`src/rtl/sdp_rd_arbiter_pkg.sv`:
```
// sdp_arb_pkg: shared state, tag type and latency helper for the BRAM read-port arbiter
package sdp_arb_pkg;

    typedef enum logic {ARB_IDLE, ARB_LOCK} arb_state_e;

    typedef struct packed {
        logic       vld;
        logic [7:0] id;
    } rd_tag_t;

    function automatic int rd_lat(input int pipe_depth);
        return pipe_depth + 1;
    endfunction

endpackage

```
`src/rtl/sdp_rd_tag_pipe.sv`:
```
// sdp_rd_tag_pipe: shift register of read tags matching the BRAM read latency
module sdp_rd_tag_pipe
    import sdp_arb_pkg::*;
#(
    parameter int DEPTH = 2,
    parameter int ID_W  = 1
) (
    input  logic    clk,
    input  logic    rst_n,
    input  rd_tag_t din,
    output rd_tag_t dout
);

    localparam logic [7:0] ID_MASK = 8'((1 << ID_W) - 1);

    rd_tag_t [DEPTH-1:0] pipe;

    always_ff @(posedge clk or negedge rst_n) begin
        if (!rst_n) begin
            pipe <= '0;
        end else begin
            pipe[0] <= '{vld: din.vld, id: din.id & ID_MASK};
            for (int i = 1; i < DEPTH; i++) pipe[i] <= pipe[i-1];
        end
    end

    assign dout = pipe[DEPTH-1];

endmodule

```
`src/rtl/sdp_rd_arbiter.sv`:
```
// sdp_rd_arbiter: round-robin, burst-locking arbiter for the shared BRAM read port
// Define SDP_RD_ARB_STATS_EN to add per-requester saturating grant counters.
module sdp_rd_arbiter
    import sdp_arb_pkg::*;
#(
    parameter int NUM_REQ    = 2,
    parameter int ADDR_WIDTH = 10,
    parameter int DATA_WIDTH = 32,
    parameter int PIPE_DEPTH = 1,
    parameter int MAX_BURST  = 16
) (
    input  logic                          clk,
    input  logic                          rst_n,
    input  logic [NUM_REQ-1:0]            req_valid,
    input  logic [NUM_REQ-1:0]            req_last,
    input  logic [NUM_REQ*ADDR_WIDTH-1:0] req_addr,
    output logic [NUM_REQ-1:0]            req_ready,
    output logic [NUM_REQ-1:0]            rsp_valid,
    output logic [DATA_WIDTH-1:0]         rsp_data,
    output logic                          bram_enb,
    output logic [ADDR_WIDTH-1:0]         bram_addrb,
    input  logic [DATA_WIDTH-1:0]         bram_doutb
`ifdef SDP_RD_ARB_STATS_EN
    ,
    input  logic                          stat_clr,
    output logic [NUM_REQ*32-1:0]         stat_grants
`endif
);

    localparam int RD_LAT = rd_lat(PIPE_DEPTH);
    localparam int ID_W   = NUM_REQ > 1 ? $clog2(NUM_REQ) : 1;
    localparam int BW     = $clog2(MAX_BURST + 1);

    arb_state_e      state;
    logic [ID_W-1:0] rr_ptr, owner, hi, lo, win, gid, rr_nxt;
    logic [BW-1:0]   beats;
    logic            rel, hi_v, gnt_ok, hs, last_hs;
    rd_tag_t         tag_in, tag_out;

    // Lowest valid index at or above rr_ptr wins; otherwise wrap to the lowest valid index.
    always_comb begin
        hi   = '0;
        lo   = '0;
        hi_v = 1'b0;
        for (int i = NUM_REQ - 1; i >= 0; i--) begin
            if (req_valid[i]) begin
                lo = ID_W'(i);
                if (ID_W'(i) >= rr_ptr) begin
                    hi   = ID_W'(i);
                    hi_v = 1'b1;
                end
            end
        end
        win = hi_v ? hi : lo;
    end

    assign gid       = state == ARB_LOCK ? owner : win;
    assign gnt_ok    = rst_n && (state == ARB_IDLE ? |req_valid : !rel && req_valid[owner]);
    assign req_ready = gnt_ok ? NUM_REQ'(1) << gid : '0;
    assign hs        = |(req_valid & req_ready);
    assign last_hs   = req_last[gid];
    assign rr_nxt    = int'(gid) == NUM_REQ - 1 ? '0 : gid + 1'b1;
    assign bram_enb  = hs;
    assign bram_addrb = hs ? req_addr[gid*ADDR_WIDTH +: ADDR_WIDTH] : '0;
    assign rsp_data  = bram_doutb;

    // rel marks the single dead cycle after a burst ends, so nobody is granted in it.
    always_ff @(posedge clk or negedge rst_n) begin
        if (!rst_n) begin
            state  <= ARB_IDLE;
            rr_ptr <= '0;
            owner  <= '0;
            beats  <= '0;
            rel    <= 1'b0;
        end else begin
            if (hs) rr_ptr <= rr_nxt;
            if (state == ARB_IDLE) begin
                if (hs && !last_hs && MAX_BURST > 1) begin
                    state <= ARB_LOCK;
                    owner <= gid;
                    beats <= BW'(1);
                    rel   <= 1'b0;
                end
            end else if (rel || !req_valid[owner]) begin
                state <= ARB_IDLE;
                rel   <= 1'b0;
            end else begin
                beats <= beats + 1'b1;
                rel   <= last_hs || int'(beats) + 1 >= MAX_BURST;
            end
        end
    end

    assign tag_in = '{vld: hs, id: 8'(gid)};

    sdp_rd_tag_pipe #(
        .DEPTH (RD_LAT),
        .ID_W  (ID_W)
    ) u_tag_pipe (
        .clk   (clk),
        .rst_n (rst_n),
        .din   (tag_in),
        .dout  (tag_out)
    );

    for (genvar g = 0; g < NUM_REQ; g++) begin : g_rsp
        assign rsp_valid[g] = tag_out.vld && tag_out.id == 8'(g);
    end

`ifdef SDP_RD_ARB_STATS_EN
    always_ff @(posedge clk or negedge rst_n) begin
        if (!rst_n) begin
            stat_grants <= '0;
        end else begin
            for (int i = 0; i < NUM_REQ; i++) begin
                if (stat_clr)
                    stat_grants[i*32 +: 32] <= '0;
                else if (req_valid[i] && req_ready[i] && stat_grants[i*32 +: 32] != '1)
                    stat_grants[i*32 +: 32] <= stat_grants[i*32 +: 32] + 32'd1;
            end
        end
    end
`endif

endmodule

```
`config.mk`:
```
export PLATFORM = sky130hd
export DESIGN_NAME = sdp_rd_arbiter
export DESIGN_NICKNAME = d
export VERILOG_FILES = /design/src/rtl/sdp_rd_arbiter_pkg.sv /design/src/rtl/sdp_rd_tag_pipe.sv /design/src/rtl/sdp_rd_arbiter.sv
export SDC_FILE = /design/constraint.sdc
export NUM_CORES = 1
export LEC_CHECK = 0
export CORE_AREA = 4 4 65 67
export CTS_CLUSTER_DIAMETER = 80
export DETAILED_ROUTE_END_ITERATION = 16
export DIE_AREA = 0 0 69 71
export PLACE_DENSITY = 0.81
export SYNTH_ARGS = -nofsm -noshare
export SYNTH_HDL_FRONTEND = slang
export SYNTH_HIERARCHICAL = 1
export SYNTH_SLANG_ARGS = --single-unit
export TNS_END_PERCENT = 20
```
`constraint.sdc`:
```
create_clock -name clk -period 4.2 [get_ports clk]
set_clock_uncertainty 0.15 [all_clocks]
set_input_delay 0.84 -clock clk [delete_from_list [all_inputs] [get_ports clk]]
set_output_delay 0.84 -clock clk [all_outputs]
set_load 0.02 [all_outputs]
```
==> key figures, run 1 <==
Run status
  • Status: finished clean

Global routing
  • Remaining Overflow, GRT: 0
  • Total track usage: 9.25%
  • Initial antenna violation count: 0
  • Largest net degree at the start of global routing: 16
  • Vias in the first global route: 895
  • First-pass GRT wire length: 3740 um

Power and ir drop
  • Switching pwr: 0.224 mW
  • Leakage power: 0.595 nW
  • Clk pwr share: 18.0%
  • Gate power share: 48.3%
  • Int Power: 0.385 mW
  • Switch share: 36.8%
  • Tot Pwr: 0.608 mW
  • Pwr/cell area: 436 mW/mm2
  • Max VDD drop: 0.000185 V
  • Sequential share of power: 33.7%

Worst setup path
  • Crit Path Class: in -> out
  • Crit. End Element: primary output
  • Startpoint Class: primary input
  • Required @ worst endpoint: 3210 ps
  • Critical Path AT: 2890 ps
  • CP max FO: 15

Detailed routing
  • Vias: 859
  • 1st-pass router iterations: 4
  • DR DRC count: 0
  • Post-detailed-route count of antenna-violating nets: 0
  • Starting DRC count in detailed routing: 11
  • Drt wl/cell: 11.7 um
  • DRT Wirelength: 2200 um
  • Routed vias/inst: 4.59

Die
  • Chip height: 71 um
  • Core area: 0.00363 mm2
  • Rows: 22
  • Die ar.: 0.00490 mm2
  • Die width: 69 um
  • Starting density of the core: 32.7%
  • Num ports: 105

STA
  • WHS: 199 ps
  • Final hold violation count: 0
  • Fin crit period: 3880 ps
  • FMAX: 258 MHz
  • Fin. max-slew vios: 0
  • Unrepaired setup endpoints after global routing: no
  • Fin Setup TNS: 0 ps
  • Final setup fails: 0
  • Final Cycle Share: 92.3%

Synth
  • Mapped Cells: 130
  • Synth Area per Inst: 9.13 um2
  • Mapped Area: 0.00119 mm2
  • YS warnings: 6

Cells and area
  • Share of cells above drive strength 1: 14.4%
  • Final core utilization: 38.4%
  • Design Area, Final: 0.00140 mm2
  • Multi-input combinational cell area: 532 um2
  • Diodes inserted: 0
  • Layout area overhead: 17.6%
  • Fill count: 363
  • Total area of sequential cells: 325 um2
  • Layout net count: 199

CTS
  • Clk sinks: 13
  • Worst-path clk slew: 50 ps
  • Worst skew pair latency: 240 ps
  • Clock Path Buffers: 2
  • Post-CTS Hold Buffers: 0
  • Post-CTS Setup Bufs: 0
  • CTS Buf Count: 3
  • Root Driver: clkbuf_8
  • H-tree levels: 1
  • CTS resizes: 0
  • CTS tree: yes

Place
  • Port bufs: 40
  • Detail Placement HPWL: 1780 um
  • Gpl congestion: 0.772
  • Placed Area: 0.00135 mm2

Job
  • Max cap viols: 0

Worst hold path
  • Min-delay worst type: reg -> reg
-- power groups by stage --
stage               Clock [mW]  Sequential, mW  Combinational (mW)
finish                   0.109           0.205               0.294
global route             0.117           0.212               0.323
CTS                      0.112           0.205               0.297
detailed placement           0           0.207               0.295
global placement             0           0.206               0.293
floorplan                    0           0.196               0.272
-- flip-flops by register name (all words and copies together), names as in the netlist --
register         count
u_tag_pipe/dout      2
u_tag_pipe/pipe      2
rel                  1
rr_ptr               1
owner                1
state                1
beats                5
-- metal layers --
metal	track usage (%)	up-vias	wire length (um)
li1	-	412	-
met1	8.40	370	790
met2	14.0	51	861
met3	5.97	26	387
met4	8.68	0	158
met5	0	-	0
-- cell type report --
type,instances,area share (%)
inverters,5,1.34
clock buffers,4,3.23
multi-input cells,75,38.1
repair buffers,42,29.7
flip-flops and latches,13,23.3
well taps,48,4.30
-- placed cells by master, fill, tap and decap left out, types with 2 or more instances in the layout --
| cell | n |
|---|---|
| a31oi_1 | 2 |
| nor2b_1 | 3 |
| clkbuf_8 | 3 |
| inv_1 | 3 |
| a22o_1 | 2 |
| nand2b_1 | 2 |
| nand3_1 | 3 |
| buf_4 | 2 |
| inv_2 | 2 |
| nand2_1 | 5 |
| conb_1 | 7 |
| dfrtp_1 | 13 |
| a21oi_1 | 3 |
| nor2_1 | 6 |
| and3_1 | 2 |
| clkdlybuf4s50_1 | 40 |
| o21ai_0 | 6 |
| nor2_2 | 6 |
| mux2i_1 | 14 |
-- per-stage QoR --
step / std cells / worst slack (ps)
after detailed placement: 183 / 313
after CTS: 187 / 307
after global routing: 187 / 196
after floorplan: 136 / 1320
final: 187 / 325
after global placement: 183 / 333
-- final timing paths --
kind                               startpoint                 end  slack [ps]  depth (start not counted)
max                              req_valid[1]       bram_addrb[3]         320                          7
min                        u_tag_pipe/pipe[0]  u_tag_pipe/dout[0]         200                          0
max reg2reg                            rr_ptr                 rel        2550                          5
min reg2reg                u_tag_pipe/pipe[0]  u_tag_pipe/dout[0]         200                          0
max in group asynchronous               rst_n  u_tag_pipe/dout[8]        2930                          2
min in group asynchronous               rst_n              rr_ptr         810                          2
-- critical path, stage by stage --
cell,delay [ps]
clkdlybuf4s50_1,580
inv_2,90
o31ai_4,230
buf_4,270
mux2i_1,270
nor2_2,50
clkdlybuf4s50_1,540
Note: power is estimated with default switching activity, not from simulation.
==> inputs of run 2 (changes only) <==
PLACE_DENSITY = 0.9   (was 0.81)
RECOVER_POWER = 100   (was unset)
==> run 2 against run 1 <==
Clock power is essentially flat; sequential share of layout area up 0.25 points; final cell count is the same; flip-flop and latch count is the same; register-to-register slack got worse by 150 ps; die area stayed put; wire length rose by 10%; largest cell class unchanged.
==> key figures, run 2 (synthesized netlist as in run 1, its figures left out) <==
Cells and area
  • Diodes inserted: 0 (unchanged)
  • Reg with most FFs: beats
  • Share of cells above drive strength 1: 11.5% (-2.9 points)
  • Commonest non-fill, non-tap cells in the layout: clkdlybuf4s50_1 (33), mux2i_1 (14), dfrtp_1 (13)
  • Max reg flops: 5 (unchanged)
  • Multi-input combinational cell area: 520 um2 (-2.1%)
  • Most common cell after layout, fill and taps aside: clkdlybuf4s50_1
  • Total area of sequential cells: 325 um2 (unchanged)
  • Final core utilization: 38.0% (-0.41 points)
  • Layout area overhead: 16.3%
  • Layout net count: 199 (unchanged)
  • Fill count: 362 (-0.28%)

Die
  • Rows: 22 (unchanged)
  • Starting density of the core: 32.7% (unchanged)
  • Chip height: 71 um (unchanged)
  • Die ar.: 0.00490 mm2 (unchanged)
  • Die width: 69 um (unchanged)
  • Core area: 0.00363 mm2 (unchanged)
  • Num ports: 105 (unchanged)

Detailed routing
  • DRT Wirelength: 2420 um (+10%)
  • Vias: 864 (+0.58%)
  • Drt wl/cell: 12.9 um (+10%)
  • Starting DRC count in detailed routing: 28 (+17)
  • 1st-pass router iterations: 4 (unchanged)
  • Post-detailed-route count of antenna-violating nets: 0 (unchanged)
  • DR DRC count: 0 (unchanged)
  • Routed vias/inst: 4.62 (+0.58%)

Global routing
  • Met3 Use GR: 4.40% (-1.6 points)
  • Remaining Overflow, GRT: 0 (unchanged)
  • Vias in the first global route: 907 (+1.3%)
  • M2 GR Usage: 14.8% (+0.85 points)
  • Total track usage: 10.3% (+1.1 points)
  • Largest net degree at the start of global routing: 16 (unchanged)
  • First-pass GRT wire length: 3990 um (+6.7%)
  • Met1 usage: 10.3% (+1.9 points)
  • GRT busiest layer: met2
  • Initial antenna violation count: 0 (unchanged)

CTS
  • Root Driver: clkbuf_8
  • Worst skew pair latency: 250 ps (about the same)
  • Clk sinks: 13 (unchanged)
  • Worst-path clk slew: 50 ps (about the same)
  • Post-CTS Hold Buffers: 0 (unchanged)
  • CTS Buf Count: 3 (unchanged)
  • Post-CTS Setup Bufs: 0 (unchanged)
  • Clock Path Buffers: 2 (unchanged)
  • CTS resizes: 0 (unchanged)
  • CTS tree: yes
  • H-tree levels: 1 (unchanged)

Power and ir drop
  • Leakage power: 0.602 nW (+1.2%)
  • Pwr/cell area: 442 mW/mm2 (+1.6%)
  • Max VDD drop: 0.000212 V (+15%)

STA
  • Fin. max-slew vios: 0 (unchanged)
  • Final Cycle Share: 93.7% (+1.4 points)
  • Worst-Margin Slew: 739 ps
  • Final hold violation count: 0 (unchanged)
  • Worst slew margin: 50.7%
  • Unrepaired setup endpoints after global routing: no
  • Fin crit period: 3940 ps (+60.0 ps)
  • WHS: 195 ps (-4.12 ps)
  • FMAX: 254 MHz (-1.5%)
  • Fin Setup TNS: 0 ps (unchanged)
  • Final setup fails: 0 (unchanged)

Job
  • Max cap viols: 0 (unchanged)

Run status
  • Status: finished clean

Worst hold path
  • Min-delay worst type: reg -> reg

Place
  • Port bufs: 40 (unchanged)
  • Gpl congestion: 0.797 (+3.3%)
  • Detail Placement HPWL: 1860 um (+4.6%)

Worst setup path
  • Reg2Reg Setup Slack: 2400 ps (-150 ps)
  • Critical R2R Capture: rr_ptr
  • CP top delay family: buffers and inverters
  • Critical Path Start: req_valid[1]
  • Crit-path max cell delay: 640 ps (+60 ps)
  • CP max-delay cell: dlygate4sd3_1
  • Critical Path AT: 2950 ps (+60 ps)
  • Crit path to: bram_addrb[1]
  • Startpoint Class: primary input
  • RR Startpoint: owner
  • CP bufs+invs: 4 (unchanged)
  • Required @ worst endpoint: 3210 ps (about the same)
  • Crit-path cells: dlygate4sd3_1, inv_2, o31ai_4, buf_4, mux2i_1, nor2_2, clkdlybuf4s50_1
  • Stages on worst setup path: 7 (unchanged)
  • Register-to-Register Path Depth: 4 (-1)
  • CP max FO: 15 (unchanged)
  • Crit Path Class: in -> out
  • Crit. End Element: primary output
## run 2: final cells by class
class / count / share of cell area (%)
Sequential cell: 13 / 23.6
Inverter: 5 / 1.36
Tap cell: 48 / 4.35
Multi-Input combinational cell: 75 / 37.7
Clock buffer: 4 / 3.26
Timing Repair Buffer: 42 / 29.8
## run 2: how the worst min path moves through the flow
stage,from,to,slack [ps],cells past startpoint
5_1_grt,u_tag_pipe/pipe[8],u_tag_pipe/dout[8],200,0
3_3_place_gp,u_tag_pipe/pipe[8],u_tag_pipe/dout[8],190,0
2_1_floorplan,u_tag_pipe/pipe[0],u_tag_pipe/dout[0],180,0
3_5_place_dp,u_tag_pipe/pipe[8],u_tag_pipe/dout[8],180,0
4_1_cts,u_tag_pipe/pipe[8],u_tag_pipe/dout[8],200,0
6_report,u_tag_pipe/pipe[8],u_tag_pipe/dout[8],190,0
## run 2: per-stage QoR
stage	total power [mW]	worst slack (ps)	std cells	cell area, um2
final	0.611	265	187	1380
after floorplan	0.468	1320	136	1210
after CTS	0.627	335	187	1400
after detailed placement	0.508	353	183	1350
after global routing	0.657	165	187	1380
after global placement	0.498	388	183	1350
## run 2: power breakdown
group	total [mW]	internal (mW)	switching, mW	leakage (nW)
logic	0.293	0.148	0.145	0.418
registers	0.206	0.165	0.0410	0.161
clock network	0.112	0.0669	0.0446	0.0228
## run 2: worst register-to-register path, stage by stage (launching register included)
cell and delay [ps]:
dfrtp_1 430, nor2b_1 160, o21ai_0 240, a21bo_1 490, mux2i_1 260
## run 2: layer usage
layer / up-vias / part of all wire [%]
met5: - / 0
met4: 0 / 9.1
met3: 27 / 14
met2: 47 / 41
met1: 381 / 36
li1: 409 / -
